## src/rtl/gb_tb_pkg.sv

```systemverilog
// Shared definitions for the Gaussian-blur stream harness:
// source FSM states, LFSR constants and default frame geometry.
package gb_tb_pkg;

    typedef enum logic [1:0] {
        IDLE = 2'd0,
        SEND = 2'd1,
        GAP  = 2'd2,
        DONE = 2'd3
    } state_t;

    localparam logic [7:0] LFSR_SEED = 8'h01;
    // Taps x^8+x^6+x^5+x^4+1 map onto bits 7,5,4,3 of a left-shifting register.
    localparam logic [7:0] LFSR_TAPS = 8'hB8;

    localparam int DEF_IMG_W = 648;
    localparam int DEF_IMG_H = 482;

    function automatic logic [7:0] lfsr8_next(input logic [7:0] cur);
        return {cur[6:0], ^(cur & LFSR_TAPS)};
    endfunction

endpackage

```

## src/rtl/gb_lfsr8.sv

```systemverilog
// 8-bit Fibonacci LFSR with synchronous seed load and advance enable;
// shared by the stream source and the matching stream sink.
module gb_lfsr8
    import gb_tb_pkg::*;
(
    input  logic       clk,
    input  logic       rst,
    input  logic       load,
    input  logic [7:0] seed,
    input  logic       adv,
    output logic [7:0] q
);

    // NOTE: sequential state uses non-blocking assignments so every register samples pre-edge values.
    always_ff @(posedge clk) begin
        if (rst)
            q <= LFSR_SEED;
        else if (load)
            q <= seed;
        else if (adv)
            q <= lfsr8_next(q);
    end

endmodule

```

## src/rtl/gb_stream_src.sv

```systemverilog
// AXI-Stream frame source: emits IMG_W*IMG_H ramp or LFSR pixels per start,
// with optional idle gaps after each beat and TLAST on the final pixel.
module gb_stream_src
    import gb_tb_pkg::*;
#(
    parameter int IMG_W  = DEF_IMG_W,
    parameter int IMG_H  = DEF_IMG_H,
    parameter int DATA_W = 8,
    parameter int GAP_W  = 4,
    parameter int CNT_W  = 19
) (
    input  logic              clk,
    input  logic              rst,
    input  logic              start,
    input  logic              mode,
    input  logic [GAP_W-1:0]  gap,
    output logic [DATA_W-1:0] arg_1_TDATA,
    output logic              arg_1_TVALID,
    input  logic              arg_1_TREADY,
    output logic              arg_1_TLAST,
    output logic              busy,
    output logic              done,
    output logic [CNT_W-1:0]  pix_cnt
);

    localparam logic [CNT_W-1:0] TOTAL  = CNT_W'(IMG_W * IMG_H);
    localparam logic [CNT_W-1:0] X_LAST = CNT_W'(IMG_W - 1);
    localparam logic [CNT_W-1:0] Y_LAST = CNT_W'(IMG_H - 1);

    state_t             state;
    state_t             state_next;
    logic               mode_l;
    logic [GAP_W-1:0]   gap_l;
    logic [GAP_W-1:0]   gap_cnt;
    logic [CNT_W-1:0]   x;
    logic [CNT_W-1:0]   y;
    logic [7:0]         lfsr_q;
    logic               hs;
    logic               last_pix;
    logic               start_frame;

    assign hs          = (state == SEND) && arg_1_TREADY;
    assign last_pix    = (x == X_LAST) && (y == Y_LAST);
    assign start_frame = (state == IDLE) && start;

    always_ff @(posedge clk) begin
        if (rst)
            state <= IDLE;
        else
            state <= state_next;
    end

    // NOTE: every combinational output gets a default first so no latch is inferred.
    always_comb begin
        state_next = state;
        unique case (state)
            IDLE: if (start) state_next = SEND;
            SEND: begin
                if (hs) begin
                    if (last_pix)
                        state_next = DONE;
                    else if (gap_l != '0)
                        state_next = GAP;
                end
            end
            GAP:  if (gap_cnt == '0) state_next = SEND;
            DONE: state_next = IDLE;
            default: state_next = IDLE;
        endcase
    end

    // Outputs decode registered state only, so TVALID never follows TREADY combinationally.
    always_comb begin
        arg_1_TVALID = (state == SEND);
        arg_1_TLAST  = (state == SEND) && last_pix;
        arg_1_TDATA  = mode_l ? DATA_W'(lfsr_q) : pix_cnt[DATA_W-1:0];
        busy         = (state != IDLE);
        done         = (state == DONE);
    end

    always_ff @(posedge clk) begin
        if (rst) begin
            mode_l  <= 1'b0;
            gap_l   <= '0;
            gap_cnt <= '0;
            x       <= '0;
            y       <= '0;
            pix_cnt <= '0;
        end else begin
            if (start_frame) begin
                mode_l  <= mode;
                gap_l   <= gap;
                x       <= '0;
                y       <= '0;
                pix_cnt <= '0;
            end
            if (hs) begin
                if (x == X_LAST) begin
                    x <= '0;
                    y <= (y == Y_LAST) ? '0 : y + 1'b1;
                end else begin
                    x <= x + 1'b1;
                end
                if (pix_cnt != TOTAL)
                    pix_cnt <= pix_cnt + 1'b1;
                // Preloaded on every beat; only consumed when the FSM enters GAP.
                gap_cnt <= gap_l - 1'b1;
            end else if ((state == GAP) && (gap_cnt != '0)) begin
                gap_cnt <= gap_cnt - 1'b1;
            end
        end
    end

    gb_lfsr8 u_lfsr (
        .clk  (clk),
        .rst  (rst),
        .load (start_frame),
        .seed (LFSR_SEED),
        .adv  (hs),
        .q    (lfsr_q)
    );

endmodule

```

## config.mk

```make
export PLATFORM = sky130hd
export DESIGN_NAME = gb_stream_src
export DESIGN_NICKNAME = d
export VERILOG_FILES = /design/src/rtl/gb_tb_pkg.sv /design/src/rtl/gb_lfsr8.sv /design/src/rtl/gb_stream_src.sv
export SDC_FILE = /design/constraint.sdc
export NUM_CORES = 1
export LEC_CHECK = 0
export CELL_PAD_IN_SITES_DETAIL_PLACEMENT = 0
export CELL_PAD_IN_SITES_GLOBAL_PLACEMENT = 1
export CORE_MARGIN = 3
export CORE_UTILIZATION = 45
export DETAILED_ROUTE_END_ITERATION = 8
export GPL_ROUTABILITY_DRIVEN = 0
export GPL_TIMING_DRIVEN = 0
export HOLD_SLACK_MARGIN = 0.03
export MAX_ROUTING_LAYER = met4
export PLACE_DENSITY_LB_ADDON = 0.08
export SYNTH_ARGS = -nofsm -noshare
export SYNTH_HDL_FRONTEND = slang
export SYNTH_HIERARCHICAL = 1
export SYNTH_SLANG_ARGS = --single-unit
```

## constraint.sdc

```tcl
create_clock -name clk -period 5.1 [get_ports clk]
set_input_delay 1.02 -clock clk [delete_from_list [all_inputs] [get_ports clk]]
set_output_delay 1.02 -clock clk [all_outputs]
set_load 0.02 [all_outputs]
```

## Yosys cells after proc, flatten, opt, wreduce, memory -nomap -nowiden

Cells that the tools add are included.

- Bits in registers: 76
- Input port bits: 9
- Output and inout port bits: 31
- Logic and storage cells: 57

- Eq/ne operators: 10
- Mux-type cells: 19
- $add $sub $neg: 5
- Reductions and logical operators: 15

Operators by type and width:

| kind | number |
|---|---|
| 19-bit two-way mux | 10 |
| 19-bit by 1-bit adder with 19-bit output, second input constant | 3 |
| 19-bit by 10-bit == test with 1-bit output, second input constant | 1 |
| 19-bit by 9-bit == test with 1-bit output, second input constant | 1 |
| 19-bit inequality test, second input constant | 1 |
| 2-bit two-way mux | 5 |
| 4-bit two-way mux | 2 |
| 8-bit two-way mux | 1 |
| 2-bit case mux with 4 select lines | 1 |
| 4-bit nonzero test | 2 |
| 8-bit XOR reduction | 1 |
| 4-bit by 1-bit subtractor with 4-bit output, second input constant | 2 |
| 2-bit nonzero test | 3 |
| 1-bit logical AND | 5 |
| 2-bit == test, second input constant | 2 |
| 4-bit zero test | 1 |
| 2-bit inequality test, second input constant | 2 |
| 4-bit AND reduction | 1 |
| 3-bit by 1-bit inequality test with 1-bit output, second input constant | 1 |
| 2-bit by 1-bit == test with 1-bit output, second input constant | 1 |
| 2-bit zero test | 1 |
| 2-bit by 1-bit inequality test with 1-bit output, second input constant | 1 |
| 2-bit OR reduction | 1 |

## Logic depth before layout (Yosys ltp)

Gate-level depths: netlist of run 1.

- Depth after elaboration: 5
- Gate-level depth with buffers: 9
- Gate-level depth less buffers: 8

## Cells and area by module

Netlist of run 1, hierarchy kept.

Modules (own cells, without submodules):

| module | area each (µm²) | cells an instance | instances | seq. area each (µm²) |
|---|---|---|---|---|
| gb_stream_src | 3,688.5 | 444 | 1 | 1,361.3 |
| gb_lfsr8 | 422.9 | 39 | 1 | 160.2 |

## Least setup slack after synthesis of run 1

OpenSTA, ideal clock, no wires.

- Kind: register to output
- Start point: reg y[0]
- End point: out arg_1_TLAST
- Stages on the path, launching flop included: 6
- Data required time: 4,080 ps
- Arrival time: 1,447 ps
- Setup slack: 2,633 ps
- Path buffers: 0
- Cell sequence: dfxtp_1 -> ha_1 -> nor4b_1 -> nand2_1 -> nor4_1 -> and2_1

- Word-level cells in the longest chain between the ends: 3

RTL lines:

| element | RTL line | source |
|---|---|---|
| from (decl) | gb_stream_src.sv:36 | `logic [CNT_W-1:0] y;` |
| from (signal assigned) | gb_stream_src.sv:100 | `y <= (y == Y_LAST) ? '0 : y + 1'b1;` |
| 19-bit by 9-bit == test with 1-bit output | gb_stream_src.sv:43 | `assign last_pix = (x == X_LAST) && (y == Y_LAST);` |
| 1-bit logical AND | gb_stream_src.sv:43 |  |
| 1-bit logical AND | gb_stream_src.sv:75 | `arg_1_TLAST = (state == SEND) && last_pix;` |
| to (decl) | gb_stream_src.sv:20 | `output logic arg_1_TLAST,` |

Every way passes these cells.

## Final worst setup path of run 1

Ends and elaborated chain as after synthesis.

==> results of run 1 <==
==> cell usage after synthesis (6+ instances only) <==
master | number | area share (%)
ha_1 | 6 | 1.8
nand2_1 | 59 | 5.4
a41oi_1 | 7 | 1.5
clkbuf_1 | 7 | 0.64
nand3b_1 | 6 | 1.1
xor2_1 | 16 | 3.4
nand3_1 | 27 | 3.3
a21oi_1 | 26 | 3.2
o21ai_1 | 10 | 1.2
mux2i_1 | 9 | 2.2
mux2_2 | 13 | 3.6
nor3_1 | 7 | 0.85
and3_1 | 14 | 2.1
nor4_1 | 6 | 0.91
nand4_1 | 7 | 1.1
a31oi_1 | 25 | 3.8
xnor2_1 | 10 | 2.1
nor2_1 | 47 | 4.3
dfxtp_1 | 76 | 37
nand2b_1 | 7 | 1.1
nor4b_1 | 9 | 1.9
and2_1 | 7 | 1.1
inv_1 | 8 | 0.73
a22o_1 | 6 | 1.3
buf_2 | 7 | 0.85
==> sequential cells by signal, indices dropped and copies added, names as in the netlist <==
signal	flops
x	19
gap_l	4
y	19
pix_cnt	19
state	2
mode_l	1
u_lfsr/q	8
gap_cnt	4
==> routing by layer <==
layer,track usage (%),share of wire (%),vias to the layer above
met1,25.8,48,1678
met4,5.01,0.99,0
met5,-,0,-
li1,-,-,1869
met2,33.4,48,52
met3,4.55,3.2,11
==> where the power goes <==
| group | leakage, nW | switching, mW | internal (mW) |
|---|---|---|---|
| registers | 0.615 | 0.0155 | 0.608 |
| clock network | 0.0876 | 0.230 | 0.203 |
| logic | 1.00 | 0.0836 | 0.0628 |
==> per-stage QoR <==
step | hold WS (ps) | setup WS, ps | area [sq um] | power [mW] | instances
finish | 477 | 1460 | 4850 | 1.20 | 652
detailed placement | 460 | 1770 | 4660 | 0.785 | 636
global placement | 454 | 1750 | 4660 | 0.783 | 636
CTS | 478 | 1370 | 4850 | 1.22 | 652
global route | 497 | 1100 | 4850 | 1.26 | 652
floorplan | 439 | 2630 | 4130 | 0.737 | 489
==> path summary, 6_finish.rpt <==
path | startpoint | end | slack, ps | depth (start not counted)
max | y[0] | arg_1_TLAST | 1460 | 6
min | y[18] | y[18] | 480 | 1
max reg2reg | x[0] | y[11] | 2850 | 8
min reg2reg | y[18] | y[18] | 480 | 1
==> cell families (layout without fill, tap and decap cells) <==
kind of cell	after synthesis	in the layout	share of synthesized area [%]
fa+ha+maj	6	6	1.83
simple gates	220	220	29.4
compound gates	100	100	16.2
xor+xnor	26	26	5.54
flops	76	76	37.0
mux	22	22	5.75
other cells	2	8	0.183
buf+inv	31	86	4.08
==> cell type report <==
cell class / count / area, sq um
fill: 854 / 3960
multi-input combinational: 382 / 2440
sequential: 76 / 1520
timing repair buffer: 39 / 390
clock buffer: 11 / 151
tap: 108 / 135
buffer: 22 / 134
clock inverter: 5 / 36.3
inverter: 9 / 33.8
==> worst max-delay path, stage by stage (launching register included) <==
cell,delay [ps]
dfxtp_1,430
ha_1,180
nor4b_1,280
nand2_1,150
nor4_1,450
and2_1,190
clkdlybuf4s50_1,600
==> impl_metrics.sql, run 1 <==
INSERT INTO impl_metrics (metric_group, metric, value, unit) VALUES
('synthesis', 'netlist_area', '4110', 'sq um'),
('clock_tree', 'post_cts.resized_instances', '0', ''),
('layout', 'final_util', '55.0', '%'),
('global_routing', 'grt_antenna_before_repair', '0', ''),
('run', 'drv.max_cap_violation_count', '0', ''),
('floorplanning', 'die_y', '102', 'um'),
('global_routing', 'grt.overflow.total', '0', ''),
('clock_tree', 'worst_case_clock_buffer_depth', '2', ''),
('power', 'p_per_area', '248', 'nW/um^2'),
('clock_tree', 'path_clk_slew', '80', 'ps'),
('synthesis', 'postSynthRegisterBits', '76', ''),
('global_routing', 'grt_first_pass_wirelength', '16.6', 'mm'),
('synthesis', 'netlist_instances', '483', ''),
('synthesis', 'synthesis.area_per_instance', '8.51', 'sq um'),
('clock_tree', 'postCtsHoldBufs', '0', ''),
('clock_tree', 'clock_tree_from_tritoncts', 'built', ''),
('clock_tree', 'clock_sinks', '76', ''),
('power', 'power.static_leakage', '1.71', 'nW'),
('layout', 'layout-area-overhead-vs-synth', '17.9', '%'),
('drt', 'avgViaCountPerCell', '5.54', ''),
('layout', 'finalNetCount', '554', ''),
('floorplanning', 'placement_rows', '34', ''),
('power', 'max-vdd-ir-drop', '0.176', 'mV'),
('synthesis', 'synth_enable_flop_cells', '0', ''),
('setup_path', 'worst-path-max-fanout', '6', ''),
('placed_design', 'detailedPlacementHpwl', '7.02', 'mm'),
('drt', 'num_vias', '3610', ''),
('sta', 'time_the_final_worst_path_needs_with_i_o_delays_and_setup', '3640', 'ps'),
('drt', 'avgRoutedWirePerCell', '15.1', 'um'),
('clock_tree', 'cts_setup_buffers', '0', ''),
('sta', 'skew', '7.55', 'ps'),
('sta', 'final.setup.tns', '0', 'ps'),
('sta', 'report.final.slew_viol_count', '0', ''),
('synthesis', 'dominantRegCellSynth', 'dfxtp_1', ''),
('floorplanning', 'floorplan.die.width', '102', 'um'),
('sta', 'setup_violations', '0', ''),
('floorplanning', 'design.core.area', '8810', 'sq um'),
('drt', 'detailedRoute.firstIterationViolations', '88', ''),
('outcome', 'outcome', 'finished clean', ''),
('layout', 'layout-drive-gt1-share', '10.7', '%'),
('setup_path', 'worst_ep_arrival_time', '2620', 'ps'),
('worst_hold_path', 'min-delay-path-class', 'reg -> reg', ''),
('drt', 'drc_violation_count_after_routing', '0', ''),
('global_routing', 'largest_net_degree_at_the_start_of_global_routing', '14', ''),
('setup_path', 'worstSetupEndpointType', 'output pin', ''),
('synthesis', 'sequential_fraction_of_the_synthesis_area', '37.0', '%'),
('sta', 'timing_hold_violations_final', '0', ''),
('floorplanning', 'floorplan.die_area', '10300', 'sq um'),
('global_routing', 'number_of_global_route_vias_before_repair', '3541', ''),
('setup_path', 'worst-setup-path-type', 'reg -> out', ''),
('sta', 'worst_pin_slew', '900', 'ps'),
('layout', 'antenna-diode-count', '0', ''),
('floorplanning', 'boundaryPins', '40', ''),
('clock_tree', 'clock_tree.root_cell', 'clkbuf_8', ''),
('setup_path', 'cp-start-kind', 'register', ''),
('placed_design', 'io_buffer_count', '39', ''),
('layout', 'most-common-layout-cells', '76 x dfxtp_1, 59 x nand2_1, 47 x nor2_1', ''),
('global_routing', 'global_route.usage.total', '20.5', '%'),
('drt', 'drtPass1Iterations', '4', ''),
('sta', 'timing.final.crit_share', '71.5', '%'),
('setup_path', 'crit_required', '4080', 'ps'),
('floorplanning', 'initial_core_util', '46.7', '%'),
('layout', 'layout.cells.most_common', 'dfxtp_1', ''),
('sta', 'rsz0062_at_grt', 'no', ''),
('sta', 'max_freq', '274', 'MHz'),
('clock_tree', 'clkLatencyLatePin', '350', 'ps'),
('clock_tree', 'cts_made_buffers', '9', ''),
('synthesis', 'synth-async-reset-ratio', '0', '%'),
('synthesis', 'synth-warning-count', '6', ''),
('synthesis', 'post_synth_num_cell_types', '64', ''),
('drt', 'ant_nets', '0', ''),
('clock_tree', 'cts_htree_levels', '3', ''),
('sta', 'timing.max_slew.rel_slack', '39.5', '%'),
('drt', 'finalWirelength', '9.82', 'mm');
(Power assumes the default switching activity.)
==> inputs of run 2 (changes only) <==
CORE_UTILIZATION = 39   (was 45)
clock period = 3 ns   (was 5.1 ns; I/O delays follow)
==> impl_metrics.sql, run 2 (synthesis gave the netlist of run 1 again) <==
INSERT INTO impl_metrics (metric_group, metric, value, unit) VALUES
('clock_tree', 'path_clk_slew', '80', 'ps'),
('drt', 'avgViaCountPerCell', '5.38', ''),
('sta', 'time_the_final_worst_path_needs_with_i_o_delays_and_setup', '2770', 'ps'),
('global_routing', 'number_of_global_route_vias_before_repair', '3648', ''),
('sta', 'timing.final.crit_share', '92.2', '%'),
('setup_path', 'crit-reg2reg-capture', 'y[11]', ''),
('outcome', 'outcome', 'finished clean', ''),
('setup_path', 'cp-start-kind', 'register', ''),
('setup_path', 'critical-path-top-delay-family', 'simple AND/OR/NAND/NOR gates', ''),
('clock_tree', 'clock_sinks', '76', ''),
('floorplanning', 'die_y', '109', 'um'),
('drt', 'ant_nets', '0', ''),
('worst_hold_path', 'min-delay-path-class', 'reg -> reg', ''),
('global_routing', 'grt.overflow.total', '0', ''),
('layout', 'antenna-diode-count', '0', ''),
('setup_path', 'r2r_worst_path_depth', '8', ''),
('drt', 'drc_violation_count_after_routing', '0', ''),
('sta', 'setup_violations', '0', ''),
('global_routing', 'grt_first_pass_wirelength', '17.4', 'mm'),
('floorplanning', 'boundaryPins', '40', ''),
('setup_path', 'worst-path-max-fanout', '5', ''),
('floorplanning', 'design.core.area', '10000', 'sq um'),
('power', 'max-vdd-ir-drop', '0.196', 'mV'),
('drt', 'finalWirelength', '10.3', 'mm'),
('layout', 'finalNetCount', '554', ''),
('clock_tree', 'clkLatencyLatePin', '350', 'ps'),
('layout', 'layout-area-overhead-vs-synth', '18.8', '%'),
('sta', 'final.setup.tns', '0', 'ps'),
('setup_path', 'worstReg2RegStart', 'x[0]', ''),
('worst_hold_path', 'startpoint_of_the_worst_hold_path', 'gap_l[3]', ''),
('clock_tree', 'clock_tree.root_cell', 'clkbuf_8', ''),
('clock_tree', 'postCtsHoldBufs', '0', ''),
('clock_tree', 'cts_htree_levels', '3', ''),
('layout', 'regArea', '1520', 'sq um'),
('run', 'drv.max_cap_violation_count', '0', ''),
('setup_path', 'worst_ep_arrival_time', '2170', 'ps'),
('worst_hold_path', 'min_delay_path_depth', '2', ''),
('sta', 'max_freq', '361', 'MHz'),
('clock_tree', 'cts_made_buffers', '9', ''),
('drt', 'detailedRoute.firstIterationViolations', '171', ''),
('placed_design', 'io_buffer_count', '39', ''),
('layout', 'layout.cells.most_common', 'dfxtp_1', ''),
('setup_path', 'crit_required', '2400', 'ps'),
('drt', 'avgRoutedWirePerCell', '15.2', 'um'),
('setup_path', 'worstSetupEndpointType', 'output pin', ''),
('clock_tree', 'clock_tree_from_tritoncts', 'built', ''),
('sta', 'worst_pin_slew', '1010', 'ps'),
('setup_path', 'worst-r2r-setup-slack', '770', 'ps'),
('layout', 'biggestRegsByFlops', 'pix_cnt (19), x (19), y (19)', ''),
('clock_tree', 'worst_case_clock_buffer_depth', '2', ''),
('sta', 'report.final.slew_viol_count', '0', ''),
('floorplanning', 'floorplan.die.width', '109', 'um'),
('setup_path', 'critPathBufInv', '1', ''),
('setup_path', 'cp_slowest_cell', 'dfxtp_1', ''),
('sta', 'timing_hold_violations_final', '0', ''),
('drt', 'num_vias', '3639', ''),
('power', 'p_per_area', '411', 'nW/um^2'),
('floorplanning', 'initial_core_util', '41.1', '%'),
('floorplanning', 'floorplan.die_area', '11800', 'sq um'),
('layout', 'multiInputGateArea', '2470', 'sq um'),
('global_routing', 'global_route.usage.total', '19.2', '%'),
('placed_design', 'detailedPlacementHpwl', '7.21', 'mm'),
('drt', 'drtPass1Iterations', '4', ''),
('power', 'power.static_leakage', '1.74', 'nW'),
('layout', 'layout-drive-gt1-share', '10.7', '%'),
('floorplanning', 'placement_rows', '36', ''),
('sta', 'rsz0062_at_grt', 'no', ''),
('setup_path', 'worst-setup-path-type', 'reg -> out', ''),
('power', 'fin_total_pwr', '2.01', 'mW'),
('setup_path', 'cp_slowest_stage_delay', '400', 'ps'),
('worst_hold_path', 'hold_end', 'gap_l[3]', ''),
('setup_path', 'path_cells', 'ha_1, nor4b_1, nand3_1, nor4_4, and2_1, dlygate4sd2_1', ''),
('layout', 'filler_cell_count', '1030', ''),
('global_routing', 'largest_net_degree_at_the_start_of_global_routing', '12', ''),
('global_routing', 'grt_antenna_before_repair', '0', ''),
('sta', 'skew', '13.2', 'ps'),
('sta', 'timing.max_slew.rel_slack', '31.7', '%'),
('layout', 'most-common-layout-cells', '76 x dfxtp_1, 59 x nand2_1, 47 x nor2_1', '');
run 2: layout make-up:
| class | instances | share of cell area, % |
|---|---|---|
| plain buffers | 22 | 2.74 |
| repair buffers | 39 | 7.96 |
| multi-input cells | 382 | 50.6 |
| clock buffers | 13 | 3.25 |
| clock inverters | 2 | 0.205 |
| well taps | 133 | 3.41 |
| flip-flops and latches | 76 | 31.1 |
| inverters | 9 | 0.691 |
run 2: timing repair:
action                                  CTS  global route
buffers inserted                          0             0
resized for setup                         5             0
endpoints found under the setup margin    1             0
run 2: worst min-delay path, stage by stage (launching register included):
cell and delay (ps):
dfxtp_1 320, nand2_1 60, a21oi_1 50
run 2: where the power goes:
part	internal, mW	switching (mW)
clock	0.339	0.356
combinational	0.107	0.143
sequential	1.03	0.0263
total	1.48	0.526
run 2: per-stage QoR:
step / hold slack, ps / setup slack, ps / util (%) / cell area, sq um / std cells
2_1_floorplan: 439 / 953 / - / 4130 / 489
3_3_place_gp: 460 / 41.0 / 46.9 / 4690 / 661
3_5_place_dp: 464 / 34.9 / 46.9 / 4690 / 661
4_1_cts: 482 / 149 / 48.9 / 4890 / 676
5_1_grt: 488 / 56.4 / 48.9 / 4890 / 676
6_report: 474 / 233 / 48.9 / 4890 / 676
run 2: worst max-delay path by stage:
| stage | from | to | slack [ps] | depth (start not counted) |
|---|---|---|---|---|
| finish | x[0] | arg_1_TLAST | 230 | 6 |
| global route | x[0] | arg_1_TLAST | 60 | 6 |
| CTS | x[0] | arg_1_TLAST | 150 | 6 |
| detailed placement | y[0] | arg_1_TLAST | 30 | 6 |
| global placement | y[0] | arg_1_TLAST | 40 | 6 |
| floorplan | y[0] | arg_1_TLAST | 950 | 5 |
run 2: metal layers:
metal | global-route usage, % | part of all wire [%] | wire [um]
met3 | 2.72 | 3.1 | 314
met5 | - | 0 | 0
met2 | 31.4 | 47 | 4840
met1 | 24.3 | 49 | 5020
met4 | 6.49 | 1.0 | 103
==> inputs of run 3 (changes only) <==
SETUP_SLACK_MARGIN = 0.5   (was not set)
==> impl_metrics.sql, run 3 (synthesis gave the netlist of run 1 again) <==
INSERT INTO impl_metrics (metric_group, metric, value, unit) VALUES
('outcome', 'outcome', 'finished clean', ''),
('setup_path', 'worst-setup-path-type', 'reg -> out', ''),
('layout', 'layout-drive-gt1-share', '15.3', '%'),
('clock_tree', 'clock_sinks', '76', ''),
('floorplanning', 'die_y', '109', 'um'),
('setup_path', 'worstSetupEndpointType', 'output pin', ''),
('sta', 'setup_violations', '0', ''),
('setup_path', 'worst-path-max-fanout', '10', ''),
('sta', 'final.setup.tns', '0', 'ps'),
('clock_tree', 'clkLatencyLatePin', '350', 'ps'),
('drt', 'detailedRoute.firstIterationViolations', '184', ''),
('drt', 'finalWirelength', '10.4', 'mm'),
('sta', 'rsz0062_at_grt', 'yes', ''),
('clock_tree', 'cts_htree_levels', '3', ''),
('global_routing', 'grt.met1_usage', '24.3', '%'),
('worst_hold_path', 'min-delay-path-class', 'reg -> reg', ''),
('floorplanning', 'initial_core_util', '41.1', '%'),
('sta', 'timing.max_slew.rel_slack', '32.2', '%'),
('worst_hold_path', 'startpoint_of_the_worst_hold_path', 'gap_l[3]', ''),
('global_routing', 'largest_net_degree_at_the_start_of_global_routing', '12', ''),
('placed_design', 'io_buffer_count', '39', ''),
('drt', 'num_vias', '3687', ''),
('clock_tree', 'clock_tree_from_tritoncts', 'built', ''),
('power', 'power.static_leakage', '1.78', 'nW'),
('clock_tree', 'clock_tree.root_cell', 'clkbuf_8', ''),
('clock_tree', 'worst_case_clock_buffer_depth', '2', ''),
('sta', 'max_freq', '413', 'MHz'),
('global_routing', 'globalRouteMet2Util', '31.9', '%'),
('setup_path', 'crit_required', '2400', 'ps'),
('global_routing', 'number_of_global_route_vias_before_repair', '3672', ''),
('global_routing', 'grt_first_pass_wirelength', '17.6', 'mm'),
('sta', 'report.final.slew_viol_count', '0', ''),
('layout', 'antenna-diode-count', '0', ''),
('global_routing', 'global_route.usage.total', '19.3', '%'),
('drt', 'drtPass1Iterations', '4', ''),
('drt', 'drc_violation_count_after_routing', '0', ''),
('layout', 'finalNetCount', '559', ''),
('sta', 'worst_pin_slew', '1010', 'ps'),
('clock_tree', 'cts_made_buffers', '9', ''),
('floorplanning', 'floorplan.die.width', '109', 'um'),
('global_routing', 'grt_use_met3', '2.72', '%'),
('layout', 'layout.cells.most_common', 'dfxtp_1', ''),
('layout', 'biggestRegsByFlops', 'pix_cnt (19), x (19), y (19)', ''),
('setup_path', 'crit-reg2reg-capture', 'gap_cnt[2]', ''),
('global_routing', 'grt.overflow.total', '0', ''),
('worst_hold_path', 'min_delay_path_depth', '2', ''),
('power', 'p_per_area', '400', 'nW/um^2'),
('sta', 'timing.final.crit_share', '80.7', '%'),
('clock_tree', 'postCtsHoldBufs', '0', ''),
('power', 'max-vdd-ir-drop', '0.196', 'mV'),
('layout', 'layout-area-overhead-vs-synth', '22.3', '%'),
('drt', 'avgRoutedWirePerCell', '15.3', 'um'),
('run', 'drv.max_cap_violation_count', '0', ''),
('sta', 'skew', '11.4', 'ps'),
('global_routing', 'global_route.peak_usage_layer', 'met2', ''),
('floorplanning', 'floorplan.die_area', '11800', 'sq um'),
('floorplanning', 'placement_rows', '36', ''),
('setup_path', 'worstReg2RegStart', 'state[1]', ''),
('layout', 'most-common-layout-cells', '67 x dfxtp_1, 57 x nand2_1, 47 x nor2_1', ''),
('power', 'fin_total_pwr', '2.01', 'mW'),
('clock_tree', 'path_clk_slew', '70', 'ps'),
('floorplanning', 'boundaryPins', '40', ''),
('sta', 'hold_ws', '474', 'ps'),
('global_routing', 'grt_antenna_before_repair', '0', ''),
('drt', 'ant_nets', '0', ''),
('layout', 'filler_cell_count', '1010', ''),
('placed_design', 'detailedPlacementHpwl', '7.21', 'mm'),
('setup_path', 'worst_ep_arrival_time', '1820', 'ps'),
('sta', 'timing_hold_violations_final', '0', ''),
('setup_path', 'cp-start-kind', 'register', ''),
('drt', 'avgViaCountPerCell', '5.41', ''),
('setup_path', 'worst-r2r-setup-slack', '880', 'ps'),
('setup_path', 'r2r_worst_path_depth', '9', ''),
('sta', 'time_the_final_worst_path_needs_with_i_o_delays_and_setup', '2420', 'ps'),
('worst_hold_path', 'hold_end', 'gap_l[3]', ''),
('floorplanning', 'design.core.area', '10000', 'sq um');
[run 3: final cells by class]
class | count | area, sq um | share of cell area, %
multi-input combinational | 382 | 2560 | 50.8
sequential | 76 | 1540 | 30.6
buffer | 22 | 138 | 2.74
clock buffer | 13 | 159 | 3.16
clock inverter | 2 | 10.0 | 0.199
inverter | 9 | 33.8 | 0.672
tap | 133 | 166 | 3.31
timing repair buffer | 44 | 425 | 8.46
[run 3: timing repair]
item	CTS	global route
setup endpoints to repair	7	2
hold endpoints to repair	0	0
pin swaps	2	5
resized for setup	23	14
cloned	0	0
setup buffers	1	4
[run 3: worst max-delay path, cell delays in order, from the launching register on]
cell	delay, ps
dfxtp_1	350
clkbuf_2	230
mux2_2	350
clkdlybuf4s50_1	540
[run 3: worst max-delay path by stage]
stage	slack, ps	end	start	depth (start not counted)
2_1_floorplan	950	arg_1_TLAST	y[0]	5
3_3_place_gp	40	arg_1_TLAST	y[0]	6
3_5_place_dp	30	arg_1_TLAST	y[0]	6
4_1_cts	460	arg_1_TLAST	y[1]	7
5_1_grt	480	arg_1_TLAST	x[11]	5
6_report	580	arg_1_TDATA[2]	mode_l	3
[run 3: metal layers]
layer  up-vias  share of wire (%)
met5         -                  0
met4         0                1.4
met3        13                2.8
met2        58                 47
met1      1750                 49
li1       1866                  -
[run 3: power breakdown]
group,switching (mW),internal [mW]
combinational,0.144,0.109
clock,0.359,0.339
sequential,0.0267,1.03
[run 3: metrics by stage]
stage               instances  worst slack [ps]  instance area, sq um  util (%)
global placement          661              41.0                  4690      46.9
floorplan                 489               953                  4130         -
finish                    681               579                  5030      50.3
detailed placement        661              34.9                  4690      46.9
CTS                       677               460                  4950      49.5
global route              681               479                  5030      50.3
